### config.mk
export PLATFORM = sky130hd
export DESIGN_NAME = tdm_demux
export DESIGN_NICKNAME = d
export VERILOG_FILES = /design/src/rtl/tdm_demux.sv
export SDC_FILE = /design/constraint.sdc
export NUM_CORES = 1
export LEC_CHECK = 0
export BUFFER_PORTS_ARGS = -buffer_cell sky130_fd_sc_hd__buf_2
export CAP_MARGIN = 20
export CORE_ASPECT_RATIO = 1.25
export CORE_MARGIN = 3
export CORE_UTILIZATION = 50
export CTS_CLUSTER_SIZE = 16
export DETAILED_ROUTE_END_ITERATION = 7
export PLACE_DENSITY = 0.8
export SKIP_LAST_GASP = 1
export SYNTH_ARGS = -nofsm -noshare
export SYNTH_HDL_FRONTEND = slang
export SYNTH_SLANG_ARGS = --single-unit
### constraint.sdc
create_clock -name clk -period 2.7 [get_ports clk]
set_clock_uncertainty 0.15 [all_clocks]
set_input_delay 0.27 -clock clk [delete_from_list [all_inputs] [get_ports clk]]
set_output_delay 0.27 -clock clk [all_outputs]
set_load 0.01 [all_outputs]
### src/rtl/tdm_demux.sv
// Serial TDM receiver: hunts for frame sync, then deserialises each
// fixed-width slot into its own channel register with a valid strobe.
module tdm_demux #(
   parameter int NUM_CH = 4,
   parameter int CH_W   = 8
) (
   input  logic                     clk,
   input  logic                     rst,
   input  logic                     bit_en,
   input  logic                     din,
   input  logic                     frame_sync,
   output logic [NUM_CH*CH_W-1:0]   ch_data,
   output logic [NUM_CH-1:0]        ch_valid,
   output logic                     frame_done,
   output logic                     locked,
   output logic                     sync_err
);

   localparam int BW = $clog2(CH_W);
   localparam int CW = $clog2(NUM_CH);
   localparam int SW = CH_W - 1;

   typedef enum logic {HUNT, RUN} state_t;

   state_t         state, nstate;
   logic [BW-1:0]  bit_cnt;
   logic [CW-1:0]  slot_cnt;
   logic [SW-1:0]  sh;

   logic           at_sync, slot_end, last_slot;
   logic           start, early, miss, adv, done_slot;
   logic [NUM_CH-1:0] valid_n;
   logic           done_n, err_n, lock_n;

   assign at_sync   = (bit_cnt == '0) && (slot_cnt == '0);
   assign slot_end  = (bit_cnt == BW'(CH_W - 1));
   assign last_slot = (slot_cnt == CW'(NUM_CH - 1));

   assign start     = bit_en && (state == HUNT) && frame_sync;
   assign early     = bit_en && (state == RUN) && frame_sync && !at_sync;
   assign miss      = bit_en && (state == RUN) && !frame_sync && at_sync;
   assign adv       = bit_en && (state == RUN) && !early && !miss;
   assign done_slot = adv && slot_end;

   always_ff @(posedge clk) begin
      if (rst) state <= HUNT;
      else     state <= nstate;
   end

   always_comb begin
      nstate = state;
      if (start)     nstate = RUN;
      else if (miss) nstate = HUNT;
   end

   always_comb begin
      valid_n = '0;
      for (int k = 0; k < NUM_CH; k++)
         valid_n[k] = done_slot && (slot_cnt == CW'(k));
      done_n = done_slot && last_slot;
      err_n  = early || miss;
      lock_n = (nstate == RUN);
   end

   always_ff @(posedge clk) begin
      if (rst) begin
         bit_cnt    <= '0;
         slot_cnt   <= '0;
         sh         <= '0;
         ch_data    <= '0;
         ch_valid   <= '0;
         frame_done <= 1'b0;
         sync_err   <= 1'b0;
         locked     <= 1'b0;
      end else begin
         ch_valid   <= valid_n;
         frame_done <= done_n;
         sync_err   <= err_n;
         locked     <= lock_n;
         // a sync bit always starts slot 0, discarding any partial slot
         if (start || early) begin
            sh       <= SW'(din);
            bit_cnt  <= BW'(1);
            slot_cnt <= '0;
         end else if (adv) begin
            sh <= SW'({sh, din});
            if (slot_end) begin
               bit_cnt  <= '0;
               slot_cnt <= last_slot ? '0 : slot_cnt + CW'(1);
            end else begin
               bit_cnt <= bit_cnt + BW'(1);
            end
         end
         for (int k = 0; k < NUM_CH; k++)
            if (valid_n[k])
               ch_data[k*CH_W +: CH_W] <= {sh, din};
      end
   end

endmodule

==> flow_summary.json <==
{
  "status": "complete, no violations",
  "slowest_stage": "sky130_fd_sc_hd__mux2_4",
  "post_route_met1_wirelength_um": 1770,
  "synth_async_sr_flop_share": 0,
  "drtPass1Iterations": 4,
  "synth-seq-cells": 50,
  "via_count_of_the_first_global_routing_pass": 1447,
  "cts.path.max_buffers": 2,
  "detail_route.iter0.violations": 68,
  "num_io_pins": 44,
  "final_max_slew_viol_count": 0,
  "timing.hold.ws_ns": 0.115,
  "vdd_ir_drop_max_mv": 0.271,
  "grtUsageTotal": 0.176,
  "synth_ff_type": "sky130_fd_sc_hd__dfxtp_1",
  "post_synth.cell_area_avg_sq_um": 10.1,
  "ctsResizeCount": 0,
  "hold_viol": 0,
  "postSynthCellCount": 207,
  "worstSetupPathType": "reg -> reg",
  "cts.repair_timing.setup_buffer_count": 0,
  "critical_path_fanouts_max": 17,
  "fp.coreArea_sq_um": 3910,
  "post_layout_nonfiller_instances": 300,
  "path_cells": "inv_1 -> ha_1 -> and3b_1 -> mux2_4 -> nand3_2 -> mux2i_1",
  "crit_path_start_kind": "flop",
  "route.antenna.remaining_nets": 0,
  "tritoncts_buffer_count": 5,
  "drive_gt1_frac": 0.232,
  "num_rows": 25,
  "grt_setup_unrepaired": "no",
  "ys_types": 27,
  "timing.max_slew.rel_slack": 0.567,
  "routed-via-count": 1483,
  "final_estimated_routing_congestion_in_global_placement": 0.769,
  "wl_met2_um": 2100,
  "cts.root.buffer_cell": "sky130_fd_sc_hd__clkbuf_8",
  "wire_per_inst_um": 13.6,
  "pwr_density_cell_nw_per_um2": 544,
  "setup-tns-final_ns": 0,
  "ys_top_cells_by_area": "sky130_fd_sc_hd__dfxtp_1 48%, sky130_fd_sc_hd__mux2i_1 16%, sky130_fd_sc_hd__nand2b_1 12%",
  "io_buffer_count": 43,
  "syn_to_final_growth_pct": 16.1,
  "cts_tree": "yes",
  "initial_utilization": 0.536,
  "die_height_um": 78.4,
  "critPathArrivalTime_ns": 2.24,
  "cts.sinks": 50,
  "yosys-top-cells-count": "50 x sky130_fd_sc_hd__dfxtp_1, 40 x sky130_fd_sc_hd__nand2b_1, 34 x sky130_fd_sc_hd__mux2i_1",
  "worst-endpoint-required_ns": 2.77,
  "grt_max_degree": 49,
  "place_inst": 293,
  "worst_slew_pin_slew_ns": 0.649,
  "cts_hold_repair.buffers": 0,
  "layout.nets": 258,
  "max-cap-violations": 0,
  "synth-seq-area-share": 0.477,
  "min-delay-path-class": "in -> reg",
  "die_w_um": 63.9,
  "placed_area_sq_um": 2320,
  "floorplan.die_area_sq_um": 5010,
  "number_of_diodes": 0,
  "grt_first_pass_wirelength_um": 6870,
  "yosysWarnings": 0,
  "clk_latency_ns": 0.30,
  "route.top_layer_used": "met4",
  "initial_antenna_violation_count": 0,
  "layout.cell_area.non_filler_sq_um": 2430,
  "power.static_leakage_nw": 1.17,
  "timing.final.crit_share": 0.802,
  "netlist_area_sq_um": 2100,
  "cts_htree_levels": 2,
  "finalWorstPathRequiredPeriod_ns": 2.17,
  "edff_count_synth": 0,
  "max_freq_mhz": 462,
  "dr_wl_met3_um": 130,
  "path_clk_slew_ns": 0.08,
  "drc": 0,
  "netlist.area_leader.share": 0.477,
  "net_count_after_synthesis": 219,
  "via_per_inst": 4.94,
  "leading_area_contributor_after_synthesis": "sky130_fd_sc_hd__dfxtp_1",
  "grt_overflow_total": 0,
  "yosysMostFrequentCell": "sky130_fd_sc_hd__dfxtp_1",
  "finalWirelength_um": 4080,
  "setup_viol": 0,
  "endpoint_kind": "flop",
  "hpwlAfterDp_um": 2930,
  "critical_path.max_stage_delay_ns": 0.42
}
sequential cells by signal (all words and copies together) (netlist names):
signal and flops:
ch_valid 4, locked 1, ch_data 32, sh 7, sync_err 1, bit_cnt 3, slot_cnt 2
worst max-delay path, delay by kind of cell, from the launching register on:
kind / cells / cell delay [ns]
multiplexers: 2 / 0.65
AND/OR/NAND/NOR: 2 / 0.54
flip-flops: 1 / 0.40
adder cells (fa/ha/maj): 1 / 0.25
buffers and inverters: 1 / 0.09
metrics by stage:
stage	setup WS, ns	total power (W)	utilization
3_3_place_gp	0.625	0.000812	0.594
4_1_cts	0.542	0.00133	0.623
5_1_grt	0.406	0.00137	0.623
3_5_place_dp	0.559	0.000811	0.594
6_report	0.534	0.00132	0.623
2_1_floorplan	0.739	0.000801	-
final cells by class:
| type | count | area (sq um) |
|---|---|---|
| clock buffers | 6 | 82.6 |
| clock inverters | 1 | 30.0 |
| fillers | 333 | 1480 |
| inverters | 5 | 18.8 |
| multi-input cells | 140 | 1010 |
| flip-flops and latches | 50 | 1000 |
| well taps | 54 | 67.6 |
| repair buffers | 44 | 223 |
metal layers:
layer	GRT usage	vias to the layer above
met5	0	-
met4	0.0713	0
met3	0.0386	8
met2	0.306	26
met1	0.206	689
li1	-	760
cells in the final DEF (no fill, tap or decap), drive strengths merged:
cell    synthesis  final
mux2i          34     34
a31oi           1      1
xnor2           1      1
nand2b         40     40
nand3           8      8
a22oi           1      1
clkbuf          8      6
and3            3      3
and3b           2      2
nor3b           3      3
nor2            3      3
dfxtp          50     50
mux2            1      1
nor2b           2      2
a21oi          10     10
ha              7      7
nor3            1      1
bufinv          0      1
inv             5      5
or4             1      1
buf             4     44
o21ai           3      3
nand2          18     18
a31o            1      1
path summary, 6_finish.rpt:
| kind | start | depth (start not counted) | end | slack, ns |
|---|---|---|---|---|
| max | slot_cnt[0] | 6 | ch_data[7] | 0.53 |
| min | bit_en | 3 | sync_err | 0.11 |
| max reg2reg | slot_cnt[0] | 6 | ch_data[7] | 0.53 |
| min reg2reg | sh[0] | 2 | sh[1] | 0.32 |
where the power goes:
| group | switching, W | internal [W] | total [W] |
|---|---|---|---|
| combinational | 0.0000294 | 0.0000220 | 0.0000515 |
| sequential | 0.00000264 | 0.000740 | 0.000743 |
| clock | 0.000233 | 0.000296 | 0.000529 |
cell families (layout without fill, tap and decap cells):
| kind of cell | after synthesis | after routing | synth area share |
|---|---|---|---|
| flops | 50 | 50 | 0.477 |
| xor+xnor | 1 | 1 | 0.00418 |
| buf+inv | 17 | 56 | 0.0400 |
| fa+ha+maj | 7 | 7 | 0.0418 |
| simple gates | 81 | 81 | 0.226 |
| mux | 35 | 35 | 0.169 |
| compound gates | 16 | 16 | 0.0418 |
(Power assumes the default switching activity.)
